`config.mk`:
```
export PLATFORM = sky130hd
export DESIGN_NAME = ctrl_pipe_decoder
export DESIGN_NICKNAME = d
export VERILOG_FILES = /design/src/rtl/ctrl_pkg.sv /design/src/rtl/ctrl_decode_comb.sv /design/src/rtl/ctrl_pipe_decoder.sv
export SDC_FILE = /design/constraint.sdc
export NUM_CORES = 1
export LEC_CHECK = 0
export ABC_CLOCK_PERIOD_IN_PS = 1700
export CAP_MARGIN = 20
export CORE_MARGIN = 2
export CORE_UTILIZATION = 40
export DETAILED_ROUTE_END_ITERATION = 6
export GPL_TIMING_DRIVEN = 0
export PLACE_DENSITY = 0.75
export SYNTH_ARGS = -nofsm -noshare
export SYNTH_HDL_FRONTEND = slang
export SYNTH_HIERARCHICAL = 1
export SYNTH_SLANG_ARGS = --single-unit
export TNS_END_PERCENT = 30
```
`constraint.sdc`:
```
create_clock -name clk -period 1.7 [get_ports clk]
set_input_delay 0.17 -clock clk [delete_from_list [all_inputs] [get_ports clk]]
set_output_delay 0.17 -clock clk [all_outputs]
set_load 0.01 [all_outputs]
```
`src/rtl/ctrl_pkg.sv`:
```
// ctrl_pkg: shared definitions for the MIPS main control unit.
//   - Opcode and funct encodings of the decoded instruction set.
//   - ALU-op codes: one distinct code per operation.
//   - FSM state encodings for the HALT drain controller.
//   - ctrl_word_t: the EX-stage control bundle.
//   - bubble_word(): the all-quiet bundle, which keeps word width.
package ctrl_pkg;

  localparam logic [5:0] OP_R    = 6'b000000;
  localparam logic [5:0] OP_J    = 6'b000010;
  localparam logic [5:0] OP_JAL  = 6'b000011;
  localparam logic [5:0] OP_BEQ  = 6'b000100;
  localparam logic [5:0] OP_BNE  = 6'b000101;
  localparam logic [5:0] OP_ADDI = 6'b001000;
  localparam logic [5:0] OP_SLTI = 6'b001010;
  localparam logic [5:0] OP_ORI  = 6'b001101;
  localparam logic [5:0] OP_XORI = 6'b001110;
  localparam logic [5:0] OP_LUI  = 6'b001111;
  localparam logic [5:0] OP_LB   = 6'b100000;
  localparam logic [5:0] OP_LH   = 6'b100001;
  localparam logic [5:0] OP_LW   = 6'b100011;
  localparam logic [5:0] OP_LBU  = 6'b100100;
  localparam logic [5:0] OP_LHU  = 6'b100101;
  localparam logic [5:0] OP_LWU  = 6'b100111;
  localparam logic [5:0] OP_SB   = 6'b101000;
  localparam logic [5:0] OP_SH   = 6'b101001;
  localparam logic [5:0] OP_SW   = 6'b101011;
  localparam logic [5:0] OP_HALT = 6'b111111;

  localparam logic [5:0] FN_JR   = 6'b001000;
  localparam logic [5:0] FN_JALR = 6'b001001;

  localparam logic [3:0] ALU_ADD   = 4'd0;
  localparam logic [3:0] ALU_SUB   = 4'd1;
  localparam logic [3:0] ALU_AND   = 4'd2;
  localparam logic [3:0] ALU_OR    = 4'd3;
  localparam logic [3:0] ALU_XOR   = 4'd4;
  localparam logic [3:0] ALU_NOR   = 4'd5;
  localparam logic [3:0] ALU_SLT   = 4'd6;
  localparam logic [3:0] ALU_SLTU  = 4'd7;
  localparam logic [3:0] ALU_LUI   = 4'd11;
  localparam logic [3:0] ALU_FUNCT = 4'd15;

  localparam logic [1:0] W_WORD = 2'b11;
  localparam logic [1:0] W_HALF = 2'b01;
  localparam logic [1:0] W_BYTE = 2'b00;

  typedef enum logic [1:0] {
    ST_RUN    = 2'd0,
    ST_DRAIN  = 2'd1,
    ST_HALTED = 2'd2,
    ST_STEP   = 2'd3
  } state_t;

  typedef struct packed {
    logic       jump;
    logic       jal;
    logic       jump_reg;
    logic       branch;
    logic       bne;
    logic       alu_src;
    logic       reg_dst;
    logic       mem2reg;
    logic       reg_write;
    logic       mem_read;
    logic       mem_write;
    logic       sign_flag;
    logic       immediate;
    logic [3:0] alu_op;
    logic [1:0] width;
  } ctrl_word_t;

  function automatic ctrl_word_t bubble_word();
    bubble_word       = '0;
    bubble_word.width = W_WORD;
  endfunction

endpackage

```
`src/rtl/ctrl_decode_comb.sv`:
```
// ctrl_decode_comb: purely combinational opcode/funct -> control-word decoder.
// Ports:
//   i_opcode    opcode field instr[31:26]
//   i_funct     funct field instr[5:0]
//   o_ctrl      decoded control word (a bubble for HALT and undefined opcodes)
//   o_reads_rt  instruction sources rt (R-type, stores, BEQ, BNE)
//   o_is_halt   opcode is HALT
//   o_illegal   opcode is undefined
module ctrl_decode_comb
  import ctrl_pkg::*;
#(
  parameter int NB_OP = 6
) (
  input  logic [NB_OP-1:0] i_opcode,
  input  logic [NB_OP-1:0] i_funct,
  output ctrl_word_t       o_ctrl,
  output logic             o_reads_rt,
  output logic             o_is_halt,
  output logic             o_illegal
);

  always_comb begin
    o_ctrl     = bubble_word();
    o_reads_rt = 1'b0;
    o_is_halt  = 1'b0;
    o_illegal  = 1'b0;
    case (i_opcode)
      OP_R: begin
        o_ctrl.alu_op  = ALU_FUNCT;
        o_ctrl.reg_dst = 1'b1;
        o_reads_rt     = 1'b1;
        if (i_funct == FN_JR) begin
          o_ctrl.jump_reg = 1'b1;
        end else if (i_funct == FN_JALR) begin
          o_ctrl.jump_reg  = 1'b1;
          o_ctrl.reg_write = 1'b1;
        end else begin
          o_ctrl.reg_write = 1'b1;
        end
      end
      OP_LW, OP_LH, OP_LB, OP_LWU, OP_LHU, OP_LBU: begin
        o_ctrl.alu_op    = ALU_ADD;
        o_ctrl.alu_src   = 1'b1;
        o_ctrl.mem2reg   = 1'b1;
        o_ctrl.reg_write = 1'b1;
        o_ctrl.mem_read  = 1'b1;
        // Unsigned loads zero-extend the loaded value.
        o_ctrl.sign_flag = (i_opcode == OP_LWU) || (i_opcode == OP_LHU) ||
                           (i_opcode == OP_LBU);
        if ((i_opcode == OP_LH) || (i_opcode == OP_LHU))
          o_ctrl.width = W_HALF;
        else if ((i_opcode == OP_LB) || (i_opcode == OP_LBU))
          o_ctrl.width = W_BYTE;
      end
      OP_SW, OP_SH, OP_SB: begin
        o_ctrl.alu_op    = ALU_ADD;
        o_ctrl.alu_src   = 1'b1;
        o_ctrl.mem_write = 1'b1;
        o_reads_rt       = 1'b1;
        if (i_opcode == OP_SH)
          o_ctrl.width = W_HALF;
        else if (i_opcode == OP_SB)
          o_ctrl.width = W_BYTE;
      end
      OP_BEQ, OP_BNE: begin
        o_ctrl.alu_op = ALU_SUB;
        o_ctrl.branch = 1'b1;
        o_ctrl.bne    = (i_opcode == OP_BNE);
        o_reads_rt    = 1'b1;
      end
      OP_ADDI, OP_SLTI, OP_ORI, OP_XORI, OP_LUI: begin
        o_ctrl.alu_src   = 1'b1;
        o_ctrl.reg_write = 1'b1;
        o_ctrl.immediate = 1'b1;
        case (i_opcode)
          OP_SLTI: o_ctrl.alu_op = ALU_SLT;
          OP_ORI:  o_ctrl.alu_op = ALU_OR;
          OP_XORI: o_ctrl.alu_op = ALU_XOR;
          OP_LUI:  o_ctrl.alu_op = ALU_LUI;
          default: o_ctrl.alu_op = ALU_ADD;
        endcase
      end
      OP_J: begin
        o_ctrl.jump = 1'b1;
      end
      OP_JAL: begin
        o_ctrl.jump      = 1'b1;
        o_ctrl.jal       = 1'b1;
        o_ctrl.reg_write = 1'b1;
      end
      OP_HALT: begin
        o_is_halt = 1'b1;
      end
      default: begin
        o_illegal = 1'b1;
      end
    endcase
  end

endmodule

```
`src/rtl/ctrl_pipe_decoder.sv`:
```
// ctrl_pipe_decoder: MIPS main control unit with a registered ID/EX bundle.
// Decodes in ID and registers the EX controls one cycle later. It also
// handles load-use stalls, branch flushes, and the debug HALT drain FSM.
// Optional build macro CTRL_DEBUG_STEP_EN enables single-step from HALTED
// through i_step. Without that macro, i_step is ignored.
// Ports:
//   clk, i_rst                 clock, synchronous active-high reset
//   i_valid, i_opcode, i_funct ID-stage instruction
//   i_rs, i_rt                 ID-stage source registers
//   i_ex_memRead, i_ex_rt      load currently in EX and its destination
//   i_flush                    kill the ID instruction
//   i_resume, i_step           debug controls
//   o_* control flags, o_aluOp, o_width, o_illegal, o_halted  registered
//   o_stall                    combinational PC / IF-ID hold
module ctrl_pipe_decoder
  import ctrl_pkg::*;
#(
  parameter int NB_OP           = 6,
  parameter int NB_REG          = 5,
  parameter int NB_ALUOP        = 4,
  parameter int LOAD_USE_STALLS = 1,
  parameter int DRAIN_CYCLES    = 3
) (
  input  logic                clk,
  input  logic                i_rst,
  input  logic                i_valid,
  input  logic [NB_OP-1:0]    i_opcode,
  input  logic [NB_OP-1:0]    i_funct,
  input  logic [NB_REG-1:0]   i_rs,
  input  logic [NB_REG-1:0]   i_rt,
  input  logic                i_ex_memRead,
  input  logic [NB_REG-1:0]   i_ex_rt,
  input  logic                i_flush,
  input  logic                i_resume,
  input  logic                i_step,
  output logic                o_valid,
  output logic                o_jump,
  output logic                o_jal,
  output logic                o_jump_reg,
  output logic                o_branch,
  output logic                o_bne,
  output logic                o_aluSrc,
  output logic                o_regDst,
  output logic                o_mem2Reg,
  output logic                o_regWrite,
  output logic                o_memRead,
  output logic                o_memWrite,
  output logic                o_sign_flag,
  output logic                o_immediate,
  output logic [NB_ALUOP-1:0] o_aluOp,
  output logic [1:0]          o_width,
  output logic                o_illegal,
  output logic                o_stall,
  output logic                o_halted
);

  localparam int CNT_W   = (LOAD_USE_STALLS > 1) ? $clog2(LOAD_USE_STALLS) : 1;
  localparam int DRAIN_W = $clog2(DRAIN_CYCLES + 1);
  localparam logic [CNT_W-1:0]   CNT_LOAD   = CNT_W'(LOAD_USE_STALLS - 1);
  localparam logic [DRAIN_W-1:0] DRAIN_LOAD = DRAIN_W'(DRAIN_CYCLES);

  ctrl_word_t dec_ctrl;
  logic       dec_reads_rt;
  logic       dec_is_halt;
  logic       dec_illegal;

  state_t             state_q, state_d;
  logic [CNT_W-1:0]   cnt_q, cnt_d;
  logic [DRAIN_W-1:0] drain_q, drain_d;
  logic               stall;
  logic               issue;
  logic               hazard;
  logic               in_step;

  ctrl_word_t ctrl_p1;
  logic       vld_p1;
  logic       illegal_p1;
  logic       halted_p1;

  ctrl_decode_comb #(
    .NB_OP (NB_OP)
  ) u_decode (
    .i_opcode   (i_opcode),
    .i_funct    (i_funct),
    .o_ctrl     (dec_ctrl),
    .o_reads_rt (dec_reads_rt),
    .o_is_halt  (dec_is_halt),
    .o_illegal  (dec_illegal)
  );

`ifdef CTRL_DEBUG_STEP_EN
  assign in_step = (state_q == ST_STEP);
`else
  logic unused_step;
  assign unused_step = i_step;
  assign in_step     = 1'b0;
`endif

  // Register 0 is never a real load destination, so it cannot cause a hazard.
  assign hazard = i_valid && i_ex_memRead && (i_ex_rt != '0) &&
                  ((i_ex_rt == i_rs) || ((i_ex_rt == i_rt) && dec_reads_rt));

  always_comb begin
    state_d = state_q;
    cnt_d   = cnt_q;
    drain_d = drain_q;
    stall   = 1'b0;
    issue   = 1'b0;
    case (state_q)
      // Flush does not disturb the drain or halted state; the pipe stays frozen.
      ST_DRAIN: begin
        stall   = 1'b1;
        drain_d = drain_q - DRAIN_W'(1);
        if (drain_q <= DRAIN_W'(1))
          state_d = ST_HALTED;
      end
      ST_HALTED: begin
        stall = 1'b1;
        if (i_resume)
          state_d = ST_RUN;
`ifdef CTRL_DEBUG_STEP_EN
        else if (i_step)
          state_d = ST_STEP;
`endif
      end
      default: begin
        // RUN, and STEP when that state is built.
        if (!i_flush) begin
          if (cnt_q != '0) begin
            stall = 1'b1;
            cnt_d = cnt_q - CNT_W'(1);
          end else if (hazard) begin
            stall = 1'b1;
            cnt_d = CNT_LOAD;
          end else begin
            issue = i_valid && !dec_is_halt;
            // A HALT is consumed as a bubble. A released step cycle then
            // re-freezes through the drain.
            if ((i_valid && dec_is_halt) || in_step) begin
              drain_d = DRAIN_LOAD;
              state_d = ST_DRAIN;
            end
          end
        end
      end
    endcase
    if (i_flush)
      cnt_d = '0;
  end

  assign o_stall = stall && !i_rst;

  // ID -> EX boundary
  always_ff @(posedge clk) begin
    if (i_rst) begin
      state_q    <= ST_RUN;
      cnt_q      <= '0;
      drain_q    <= '0;
      ctrl_p1    <= bubble_word();
      vld_p1     <= 1'b0;
      illegal_p1 <= 1'b0;
      halted_p1  <= 1'b0;
    end else begin
      state_q    <= state_d;
      cnt_q      <= cnt_d;
      drain_q    <= drain_d;
      ctrl_p1    <= (issue && !dec_illegal) ? dec_ctrl : bubble_word();
      vld_p1     <= issue && !dec_illegal;
      illegal_p1 <= issue && dec_illegal;
      halted_p1  <= (state_d == ST_HALTED);
    end
  end

  assign o_valid     = vld_p1;
  assign o_jump      = ctrl_p1.jump;
  assign o_jal       = ctrl_p1.jal;
  assign o_jump_reg  = ctrl_p1.jump_reg;
  assign o_branch    = ctrl_p1.branch;
  assign o_bne       = ctrl_p1.bne;
  assign o_aluSrc    = ctrl_p1.alu_src;
  assign o_regDst    = ctrl_p1.reg_dst;
  assign o_mem2Reg   = ctrl_p1.mem2reg;
  assign o_regWrite  = ctrl_p1.reg_write;
  assign o_memRead   = ctrl_p1.mem_read;
  assign o_memWrite  = ctrl_p1.mem_write;
  assign o_sign_flag = ctrl_p1.sign_flag;
  assign o_immediate = ctrl_p1.immediate;
  assign o_aluOp     = NB_ALUOP'(ctrl_p1.alu_op);
  assign o_width     = ctrl_p1.width;
  assign o_illegal   = illegal_p1;
  assign o_halted    = halted_p1;

endmodule
```
==> impl_metrics.tcl <==
set metrics [dict create \
    leakage_nw 0.978 \
    largest_register_ffs 4 \
    htree_levels 1 \
    synth_area_leader_cell "dfxtp_1" \
    synth_edf_count 0 \
    dp.cells 283 \
    rows 22 \
    slew_violations 0 \
    relSlewSlack_pct 71.6 \
    synth_ff_type "dfxtp_1" \
    fin_crit_ns 1.65 \
    post_dp_cell_area_mm2 0.00212 \
    num-fill-cells 308 \
    wl_per_cell_um 11.9 \
    drv_cap 0 \
    tns_ns 0 \
    gp_congestion 0.854 \
    end_kind "flop" \
    insertion_delay_ns 0.26 \
    synth_largest_type_area_fraction_pct 34.3 \
    grt_max_degree 14 \
    slowest_delay_ns 0.51 \
    drive_above_1_share_pct 22.6 \
    grt_usage_pct 17.1 \
    power_density_mw_per_mm2 512 \
    synth.distinct_cells 43 \
    wirelength_um 3560 \
    yosysMostFrequentCell "dfxtp_1" \
    vias 1495 \
    layout.nets 291 \
    syn_inst 181 \
    hold_viol_final 0 \
    clock-sinks 26 \
    die_w_um 65.6 \
    synth-seq-area-share_pct 34.3 \
    worst_hold_slack_ns 0.245 \
    multiInputGateArea_um2 983 \
    drt_iter0_markers 63 \
    ctsRootBufferMaster "clkbuf_8" \
    yosys-top-cells-area "dfxtp_1, and2_1, xnor2_1" \
    core_area_mm2 0.00366 \
    antenna_cells 0 \
    instances_no_fill 300 \
    fin_skew_ns 0.00458 \
    final-seq-area_um2 522 \
    dieArea_mm2 0.00430 \
    yosys_warnings 6 \
    clock.fmax_mhz 605 \
    peakVddDrop_mv 0.318 \
    ant_nets 0 \
    cp_max_fo 6 \
    cts_tree "built" \
    avgSynthCellArea_um2 8.39 \
    hold_buffers 0 \
    period_share_pct 97.3 \
    area_growth_pct 56.6 \
    io_pins 57 \
    finalPower_w 0.00122 \
    drtPass1Iterations 4 \
    netlist_area_mm2 0.00152 \
    synthArstFlopShare_pct 0 \
    hpwl_um 2460 \
    synth_nets 218 \
    die_y_um 65.6 \
    path_buf_inv 2 \
    start_kind "primary input" \
    design_area_mm2 0.00238 \
    synthTopCellsByCount "dfxtp_1, and2_1, nor2_1" \
    grt_setup_unrepaired "false" \
    numCtsBuffers 3 \
    drc 0 \
    grt_overflow 0 \
    drt-vias-per-instance 4.98 \
    clkTransAtPathRegs_ns 0.08 \
    tightestPinTransition_ns 0.424 \
    worstPathRequired_ns 1.91 \
    criticalPathCategory "primary input to flop" \
    clock_path_buffers 2 \
    port_buffers 54 \
    hold_class "primary input to flop" \
    crit_chain "clkdlybuf4s15_1, or4_4, o21a_4, a311oi_4, buf_4, and2_4" \
    grt_pass1_vias 1330 \
    cp.arrival_ns 1.86 \
    antenna_found_initial 0 \
    yosys_register_bits 26 \
    grt_first_pass_wirelength_um 5820 \
    cp_slowest_cell "or4_4" \
    setup_viol 0 \
    crit_family "simple AND/OR/NAND/NOR gates" \
    start_util_pct 41.5 \
    outcome "completed" \
]
[tightest hold or removal path, cell delays in order]
cell,delay [ns]
buf_6,0.11
nor3_1,0.06
and2_1,0.12
[kinds of logic after synthesis]
logic type      synth area share (%)
simple gates                    34.5
compound gates                  15.1
flops                           34.3
buf+inv                         7.83
xor+xnor                        5.77
fa+ha+maj                       2.47
[placed cells by master, fill, tap and decap left out, types with 5 or more instances in the layout]
master	synthesis	layout
nand2b_1	8	7
buf_4	5	15
and2_1	19	18
dfxtp_1	26	25
clkbuf_2	0	5
xnor2_1	10	10
nor2_1	16	13
inv_1	7	7
nand2_1	11	11
buf_6	4	9
dlymetal6s2s_1	0	9
nand3_1	6	5
nor3_1	10	9
clkdlybuf4s50_1	0	34
a21oi_1	11	10
[metal layers]
layer,track usage (%),wire (µm),share of wire [%]
met5,0,0,0
met4,5.99,46,1.3
met3,1.71,196,5.5
met2,28.6,1680,47
met1,22.8,1630,46
[through the flow]
step,util [%],worst slack (ns)
after floorplan,-,0.0469
after CTS,63.5,0.00561
after global routing,64.9,0.000754
after detailed placement,57.9,-1.04
final,64.9,0.0467
after global placement,57.9,-1.03
[worst paths after layout]
| kind | endpoint | cells after the start | slack, ns | startpoint |
|---|---|---|---|---|
| worst max-delay path | o_jal | 6 | 0.05 | i_ex_rt[2] |
| worst min-delay path | o_aluSrc | 3 | 0.24 | i_opcode[4] |
| worst max register to register | o_jal | 6 | 0.13 | state_q[0] |
| worst min register to register | state_q[0] | 2 | 0.54 | state_q[0] |
[power breakdown]
part	switching, W	internal [W]	total [W]
Clock	0.000161	0.000158	0.000318
Combinational	0.000131	0.000156	0.000287
Sequential	0.00000113	0.000612	0.000613
Total	0.000292	0.000925	0.00122
[layout make-up]
cell class	instances	share of cell area, %
multi-input combinational	137	41.4
timing repair buffer	68	26.6
sequential	26	21.9
buffer	11	4.74
tap	48	2.53
clock buffer	3	1.74
inverter	7	1.11
[timing repair]
item                       in CTS  in global routing
cloned                          1                  0
gates resized for setup        37                 32
setup endpoints to repair      27                 24
buffers inserted               12                  1
pin swaps                       8                 17
Note: power is estimated with default switching activity, not from simulation.
